## config.mk

```make
export PLATFORM = sky130hd
export DESIGN_NAME = cache_controller
export DESIGN_NICKNAME = d
export VERILOG_FILES = /design/src/rtl/cache_pkg.sv /design/src/rtl/cache_line_store.sv /design/src/rtl/cache_controller.sv
export SDC_FILE = /design/constraint.sdc
export NUM_CORES = 2
export LEC_CHECK = 0
export ABC_CLOCK_PERIOD_IN_PS = 6800
export CORE_UTILIZATION = 30
export CTS_BUF_LIST = sky130_fd_sc_hd__clkbuf_8 sky130_fd_sc_hd__clkbuf_16
export CTS_CLUSTER_SIZE = 12
export DETAILED_ROUTE_END_ITERATION = 10
export PLACE_DENSITY = 0.46
export SLEW_MARGIN = 30
export SYNTH_ARGS = -nofsm -noshare
export SYNTH_HDL_FRONTEND = slang
export SYNTH_SLANG_ARGS = --single-unit
```

## constraint.sdc

```tcl
create_clock -name clk -period 6.8 [get_ports clk]
set_clock_uncertainty 0.05 [all_clocks]
set_input_delay 1.36 -clock clk [delete_from_list [all_inputs] [get_ports clk]]
set_output_delay 1.36 -clock clk [all_outputs]
set_load 0.01 [all_outputs]
```

## src/rtl/cache_pkg.sv

```systemverilog
// Shared types and width helpers for the direct-mapped write-through cache controller.
package cache_pkg;

   localparam int CNT_W = 16;

   typedef enum logic [1:0] {
      ST_IDLE,
      ST_MEM_RD,
      ST_RESP,
      ST_MEM_WR
   } state_e;

   function automatic int index_w(input int lines);
      return $clog2(lines);
   endfunction

   function automatic int tag_w(input int mem_words, input int lines);
      return $clog2(mem_words) - $clog2(lines);
   endfunction

endpackage

```

## src/rtl/cache_line_store.sv

```systemverilog
// Valid/tag/data arrays: combinational lookup, one synchronous write port, valid bits cleared on reset.
// Zero-latency lookup; the write port is never stalled.
module cache_line_store #(
   parameter int INDEX_W = 6,
   parameter int TAG_W   = 6
) (
   input  logic               clk,
   input  logic               rst_n,
   input  logic [INDEX_W-1:0] lk_idx_i,
   input  logic [TAG_W-1:0]   lk_tag_i,
   output logic               lk_hit_o,
   output logic [31:0]        lk_data_o,
   input  logic               wr_en_i,
   input  logic [INDEX_W-1:0] wr_idx_i,
   input  logic [TAG_W-1:0]   wr_tag_i,
   input  logic [31:0]        wr_data_i
);

   localparam int LINES = 1 << INDEX_W;

   logic [LINES-1:0] valid_q;
   logic [TAG_W-1:0] tag_q  [LINES];
   logic [31:0]      data_q [LINES];

   always_ff @(posedge clk) begin
      if (!rst_n) begin
         valid_q <= '0;
      end else if (wr_en_i) begin
         valid_q[wr_idx_i] <= 1'b1;
      end
   end

   // Tag and data need no reset: they are only trusted behind a valid bit.
   always_ff @(posedge clk) begin
      if (rst_n && wr_en_i) begin
         tag_q[wr_idx_i]  <= wr_tag_i;
         data_q[wr_idx_i] <= wr_data_i;
      end
   end

   assign lk_hit_o  = valid_q[lk_idx_i] && (tag_q[lk_idx_i] == lk_tag_i);
   assign lk_data_o = data_q[lk_idx_i];

endmodule

```

## src/rtl/cache_controller.sv

```systemverilog
// Direct-mapped write-through no-write-allocate cache: hits answer in 1 cycle, misses in MEM_LATENCY+1.
// ready drops while a memory read or write is in flight; requests seen with ready=0 are ignored.
module cache_controller
   import cache_pkg::*;
#(
   parameter int LINES       = 64,
   parameter int MEM_WORDS   = 4096,
   parameter int MEM_LATENCY = 2
) (
   input  logic             clk,
   input  logic             rst_n,
   input  logic             req,
   input  logic             we,
   input  logic [31:0]      addr,
   input  logic [31:0]      wdata,
   output logic             ready,
   output logic             rvalid,
   output logic [31:0]      rdata,
   output logic             hit,
   output logic [CNT_W-1:0] hit_count,
   output logic [CNT_W-1:0] miss_count,
   output logic [31:0]      mem_address,
   output logic [31:0]      mem_data,
   output logic             mem_write,
   input  logic [31:0]      mem_out
);

   localparam int IDX_W = index_w(LINES);
   localparam int TAG_W = tag_w(MEM_WORDS, LINES);
   localparam int EA_W  = IDX_W + TAG_W;
   localparam int LAT_W = (MEM_LATENCY > 1) ? $clog2(MEM_LATENCY) : 1;
   localparam logic [LAT_W-1:0] LAT_LAST = LAT_W'(MEM_LATENCY - 1);

   state_e           state_q, state_d;
   logic [LAT_W-1:0] lat_q, lat_d;
   logic [31:0]      mem_address_q, mem_address_d;
   logic [31:0]      mem_data_q, mem_data_d;
   logic [31:0]      rdata_q, rdata_d;
   logic             rvalid_q, rvalid_d;
   logic             hit_q, hit_d;
   logic [CNT_W-1:0] hit_cnt_q, hit_cnt_d;
   logic [CNT_W-1:0] miss_cnt_q, miss_cnt_d;

   logic [EA_W-1:0]  ea;
   logic             lk_hit;
   logic [31:0]      lk_data;
   logic             wr_en;
   logic [IDX_W-1:0] wr_idx;
   logic [TAG_W-1:0] wr_tag;
   logic [31:0]      wr_data;
   logic             unused_addr_bits;

   assign ea               = addr[EA_W-1:0];
   assign unused_addr_bits = ^addr[31:EA_W];

   cache_line_store #(
      .INDEX_W (IDX_W),
      .TAG_W   (TAG_W)
   ) u_lines (
      .clk       (clk),
      .rst_n     (rst_n),
      .lk_idx_i  (ea[IDX_W-1:0]),
      .lk_tag_i  (ea[EA_W-1:IDX_W]),
      .lk_hit_o  (lk_hit),
      .lk_data_o (lk_data),
      .wr_en_i   (wr_en),
      .wr_idx_i  (wr_idx),
      .wr_tag_i  (wr_tag),
      .wr_data_i (wr_data)
   );

   always_comb begin
      state_d       = state_q;
      lat_d         = lat_q;
      mem_address_d = mem_address_q;
      mem_data_d    = mem_data_q;
      rdata_d       = rdata_q;
      rvalid_d      = 1'b0;
      hit_d         = 1'b0;
      hit_cnt_d     = hit_cnt_q;
      miss_cnt_d    = miss_cnt_q;
      wr_en         = 1'b0;
      wr_idx        = ea[IDX_W-1:0];
      wr_tag        = ea[EA_W-1:IDX_W];
      wr_data       = wdata;

      case (state_q)
         ST_IDLE, ST_RESP: begin
            state_d = ST_IDLE;
            if (req) begin
               if (we) begin
                  // Write-through: a store hit refreshes the line, a store miss leaves it alone.
                  wr_en         = lk_hit;
                  mem_address_d = 32'(ea);
                  mem_data_d    = wdata;
                  lat_d         = LAT_LAST;
                  state_d       = ST_MEM_WR;
               end else if (lk_hit) begin
                  rvalid_d = 1'b1;
                  hit_d    = 1'b1;
                  rdata_d  = lk_data;
                  if (hit_cnt_q != '1) hit_cnt_d = hit_cnt_q + 1'b1;
               end else begin
                  mem_address_d = 32'(ea);
                  lat_d         = LAT_LAST;
                  state_d       = ST_MEM_RD;
                  if (miss_cnt_q != '1) miss_cnt_d = miss_cnt_q + 1'b1;
               end
            end
         end
         ST_MEM_RD: begin
            if (lat_q == '0) begin
               wr_en    = 1'b1;
               wr_idx   = mem_address_q[IDX_W-1:0];
               wr_tag   = mem_address_q[EA_W-1:IDX_W];
               wr_data  = mem_out;
               rdata_d  = mem_out;
               rvalid_d = 1'b1;
               state_d  = ST_RESP;
            end else begin
               lat_d = lat_q - 1'b1;
            end
         end
         ST_MEM_WR: begin
            if (lat_q == '0) state_d = ST_IDLE;
            else             lat_d   = lat_q - 1'b1;
         end
         default: state_d = ST_IDLE;
      endcase
   end

   always_ff @(posedge clk) begin
      if (!rst_n) begin
         state_q       <= ST_IDLE;
         lat_q         <= '0;
         mem_address_q <= '0;
         mem_data_q    <= '0;
         rdata_q       <= '0;
         rvalid_q      <= 1'b0;
         hit_q         <= 1'b0;
         hit_cnt_q     <= '0;
         miss_cnt_q    <= '0;
      end else begin
         state_q       <= state_d;
         lat_q         <= lat_d;
         mem_address_q <= mem_address_d;
         mem_data_q    <= mem_data_d;
         rdata_q       <= rdata_d;
         rvalid_q      <= rvalid_d;
         hit_q         <= hit_d;
         hit_cnt_q     <= hit_cnt_d;
         miss_cnt_q    <= miss_cnt_d;
      end
   end

   assign ready       = (state_q == ST_IDLE) || (state_q == ST_RESP);
   assign mem_write   = (state_q == ST_MEM_WR);
   assign rvalid      = rvalid_q;
   assign rdata       = rdata_q;
   assign hit         = hit_q;
   assign hit_count   = hit_cnt_q;
   assign miss_count  = miss_cnt_q;
   assign mem_address = mem_address_q;
   assign mem_data    = mem_data_q;

endmodule

```

# Yosys cells after proc, flatten, opt, wreduce, memory -nomap -nowiden
# Memory sizes are Yosys's and may differ from the RTL's.
# Index checks and enable logic that the tools add are counted.
# classes
n_addsub,3
magnitude_cmp,3
n_eq_ne,13
n_mux,38
n_bitwise,3
reduce_logical,16
# ops
cell,count
two-way mux 32 bit,8
bitwise OR 64 bit,1
case mux 32 bit (2 select lines),1
"adder 16 x 1 -> 16 bit, second input constant",2
"inequality test 16 bit, second input constant",2
two-way mux 6 bit,4
two-way mux 1 bit,15
AND reduction 5 bit,3
"less-than comparator 6 x 7 -> 1 bit, second input constant",2
"inequality test 2 bit, second input constant",6
two-way mux 2 bit,4
binary-select mux 1 bit (select 6 bit),1
demux 1 bit (select 6 bit),1
equality test 6 bit,1
">= comparator 6 x 1 -> 1 bit, second input constant",1
case mux 1 bit (2 select lines),3
case mux 2 bit (3 select lines),1
AND reduction 2 bit,3
AND reduction 3 bit,2
"equality test 2 bit, second input constant",2
OR reduction 2 bit,2
logical AND 1 bit,3
"inequality test 3 bit, second input constant",1
"equality test 2 x 1 -> 1 bit, second input constant",1
other kinds (5),6
# word_totals
regBits,197
ramBits,2432
inputBits,100
out_inout_bits,132
word_cells,88
memories,2
# memory_table
name,depth,word_bits,read_ports,rd_clocked_by_memory_dff,write_ports,line,text
u_lines.data_q,64,32,1,0,1,cache_line_store.sv:23,logic [31:0] data_q [LINES];
u_lines.tag_q,64,6,1,0,1,cache_line_store.sv:22,logic [TAG_W-1:0] tag_q [LINES];

# Logic depth before layout (Yosys ltp)
# depth
word_depth,9
ltp_mapped,16
ltp_nobuf,9

# Modules after synthesis
# Synthesis repeated with hierarchy kept, for this count alone.
# unflattened
hier_cells,4446
hier_area_um2,100473.9
# modules_own_cells
module,instances,cells_per_inst,area_per_inst_um2,seq_area_each_um2
cache_line_store,1,3837,94844.7,74311.3
cache_controller,1,609,5629.1,2262.2

# Worst setup path before layout
# No wires, ideal clock.
# synth_path
path_kind,input-to-reg
start,in addr[1]
end,"mem u_lines.data_q[10][0], enable pin"
setup_time_ps,480
arrival_ps,6760
required_time_ps,6270
slack_ps,-490
cell_stages,13
path_buffers,4
path_cell_list,clkbuf_1 > buf_2 > mux4_2 > o22ai_1 > nor4_1 > nand3b_1 > or4_1 > a21oi_1 > nand2_1 > o31a_1 > buf_2 > buf_2 > nor3_1
# synth_between
elab_chain_len,9
word_cells_on_any_way,13
classes_between,eq/ne: 1; mux: 9; reduce/logical: 2; memory: 1
# synth_rtl
element,line,text
from (decl),cache_controller.sv:14,"input logic [31:0] addr,"
memory (64 x 6 bit) or binary-select mux 1 bit (select 6 bit) (tied branches),--,
equality test 6 bit or two-way mux 1 bit (tied branches),cache_line_store.sv:41,assign lk_hit_o = valid_q[lk_idx_i] && (tag_q[lk_idx_i] == lk_tag_i);
logical AND 1 bit,cache_line_store.sv:41,
two-way mux 1 bit,cache_controller.sv:91,if (we) begin
two-way mux 1 bit,cache_controller.sv:90,if (req) begin
case mux 1 bit (2 select lines),cache_controller.sv:87,case (state_q)
logical AND 1 bit,cache_line_store.sv:35,if (rst_n && wr_en_i) begin
two-way mux 1 bit,cache_line_store.sv:35,
two-way mux 1 bit (not written as such),cache_line_store.sv:37,data_q[wr_idx_i] <= wr_data_i;
to (decl),cache_line_store.sv:23,
# Several ways; a longest one is shown, not always the timed one. The select of a mux whose other input is x is not followed.

# Final worst setup path
# layout_path
start,in addr[1]
end,"mem u_lines.data_q[6][17], enable pin"
# The elaborated chain is that of the path after synthesis.

==> impl_metrics.ini <==
[placement]
port_buffers = 191
dpl_cell_area_um2 = 112000
dp_hpwl_um = 172000
gp_congestion = 0.732

[clocking]
htree_num_levels = 5
post_cts_buffers = 0
worstSkewPairLatency_ns = 0.87
cts_sinks = 2609
cts_inserted_buffers = 291
clockBufferDepth = 4
postCtsHoldBufs = 0
cts_tree = built
post_cts_resize_count = 0
cts-root-buf = clkbuf_16
clk_pin_slew_ns = 0.06

[global_route]
grt_max_degree = 136
grt_pass1_wl_um = 424000
grt_pass1_vias = 51800
antenna_found_initial = 28
track_usage = 0.179
grt-ovfl-total = 0

[outcome]
status = completed

[sta]
tightest_slew_ns = 1.07
fin_crit_ns = 5.67
maxSlewHeadroom = 0.285
setup_violations = 0
tns_ns = 0
slew_viol_final = 0
hold_violations = 0
fmax_mhz = 176
grt_setup_unrepaired = false
period_share = 0.834

[power]
internal-power_uw = 26800
power_frac_comb = 0.060
switchingPower_uw = 7650
pwr_density_cell_nw_per_um2 = 287
vdd_drop_max_v = 0.000195
switching_share = 0.222
p_leak_uw = 0.0379
pwr-share-clk = 0.422
p_seq_frac = 0.517

[critical_path]
cp-start-kind = input pin
r2r_start = u_lines.tag_q[61][2]
path_class = in2reg
cp_data_arrival_time_ns = 6.11
cp.required_ns = 7.23
cp-end-kind = flop
crit_fanout = 74
crit_path_start = addr[1]

[routing]
drc = 0
drt-total-wl_um = 309000
via_per_inst = 5.10
wl_per_cell_um = 31.0
vias = 50800
dr.pass1.iters = 6
drt_iter0_drc = 5285
ant_nets = 0

[floorplanning]
dieArea_um2 = 341000
initial_core_util = 0.302
rows = 213
coreArea_um2 = 337000
dieWidth_um = 584
io_pins = 232
die_h_um = 584

[synthesis]
async_flop_share = 0
syn_area_um2 = 102000
synth-edff-count = 2432
yosysWarnings = 0
ys_types = 67
ys.flop_type = edfxtp_1
muxShareOfSynthArea = 0.185
synth_fa_ha_area_frac = 0.000246
ys_ff_latch = 2609
syn_avg_cell_area_um2 = 21.2
synthXorXnorAreaFrac = 0.000517
synthCells = 4790
synth_top_family_by_area = multiplexers
seq_area_frac_synth = 0.754
synthSimpleGateAreaFrac = 0.0295
synth_compound_area_frac = 0.0155

[final_layout]
final_nets = 5337
finalInstanceArea_um2 = 120000
syn2layout_area_growth_pct = 18.5
drive_gt1_frac = 0.276
final_util = 0.357
fillers = 31000

[hold_path]
hold_path.class = reg2reg
hold_start = u_lines.valid_q[42]

[run]
cap_violations = 0
placed cells by master (no fill, tap or decap), types with 42 or more instances in the layout:
cell             count
inv_1               90
clkdlybuf4s50_1    184
nor3_2              64
buf_4              132
dfxtp_1            177
a21oi_1             65
buf_12             122
mux2_2              42
edfxtp_1          2432
o31ai_1             66
mux2i_1            178
clkinv_1            57
mux4_2             733
nand2_1            407
clkbuf_16          299
routing by layer:
| layer | track usage | vias up | part of all wire |
|---|---|---|---|
| met1 | 0.255 | 27800 | 0.44 |
| met4 | 0.0439 | 2 | 0.024 |
| met3 | 0.0364 | 402 | 0.072 |
| met2 | 0.281 | 1849 | 0.47 |
| met5 | 0 | - | 0.000032 |
| li1 | - | 20800 | - |
through the flow:
stage                     power [uW]  cells  hold WS, ns  worst slack, ns
after detailed placement       20300   9456        0.388            0.243
final                          34500   9966        0.398             1.13
after floorplan                19400   4809        0.370           -0.490
after global routing           35500   9963        0.420             1.06
after CTS                      34900   9961        0.401             1.15
after global placement         20200   9456        0.378            0.224
synthesized netlist by cell type, types with 3 or more instances:
library cell	number	area [um^2]
o21ai_1	3	15.0
clkbuf_1	168	631
edfxtp_1	2432	73000
mux2i_1	178	1780
xnor2_1	3	26.3
o21ai_0	9	45.0
and3_1	15	93.8
buf_6	10	113
or2_2	4	25.0
a22o_1	6	52.6
inv_1	3	11.3
nand4_1	19	119
o31ai_1	66	495
dfxtp_1	177	3540
nand2b_1	39	244
xor2_1	3	26.3
a2111oi_0	4	35.0
o22ai_1	8	50.1
nor4_1	5	31.3
a21oi_1	65	325
and2_1	10	62.6
mux4_2	733	16500
mux2_2	42	473
nand3_1	21	105
a221oi_1	3	26.3
a22oi_1	29	218
buf_2	73	365
nor2_1	25	93.8
nand3b_1	5	37.5
nand2_1	424	1590
and4_1	4	35.0
nor2b_1	16	100
a211oi_1	5	37.5
nor3_1	78	390
buf_1	26	97.6
buf_4	36	270
a31o_2	4	35.0
flip-flops by register name, indices dropped and copies added, names as in the netlist, 2 cells and up:
register         flops
mem_address         12
u_lines.data_q    2048
u_lines.tag_q      384
miss_count          16
rdata               32
state_q              2
mem_data            32
hit_count           16
u_lines.valid_q     64
worst paths after layout:
path	cells past startpoint	to	slack, ns
max reg2reg	11	u_lines.data_q[6][17]	2.13
max	13	u_lines.data_q[6][17]	1.13
min	2	u_lines.valid_q[42]	0.40
min reg2reg	2	u_lines.valid_q[42]	0.40
cell families (layout without fill, tap and decap cells):
logic type,Yosys count,in the layout
and+or+nand+nor,672,672
adders and majority gates,2,2
xor gates and xnor gates,6,6
DFF,2609,2609
buffers and inverters,319,957
AOI/OAI and AO/OA,225,225
muxes,956,956
other,1,24
critical path, cell delays in order:
cell and delay, ns:
buf_8 0.51, buf_4 0.43, mux4_2 0.55, o21ai_0 0.17
o22ai_1 0.21, or4_1 0.52, a21oi_1 0.45, buf_4 0.22
nand2_1 0.07, o31a_2 0.37, buf_12 0.22, nor3_2 0.34
buf_12 0.41
power by group through the flow:
stage	Clock [uW]	Sequential (uW)	Combinational (uW)
after detailed placement	0	18200	2110
after CTS	14900	17800	2110
after global placement	0	18200	2070
after global routing	15500	17800	2220
final	14600	17800	2080
after floorplan	0	18200	1220
area by class of cell:
class | count | area [um^2] | area share
timing repair buffer | 447 | 5400 | 0.0449
clock buffer | 303 | 7540 | 0.0627
inverter | 5 | 26.3 | 0.000218
tap | 4515 | 5650 | 0.0470
clock inverter | 202 | 1120 | 0.00935
antenna | 4 | 10.0 | 0.0000832
sequential | 2609 | 76600 | 0.637
multi-input combinational | 1881 | 24000 | 0.199
No activity file was read; power rests on OpenSTA's default activity.
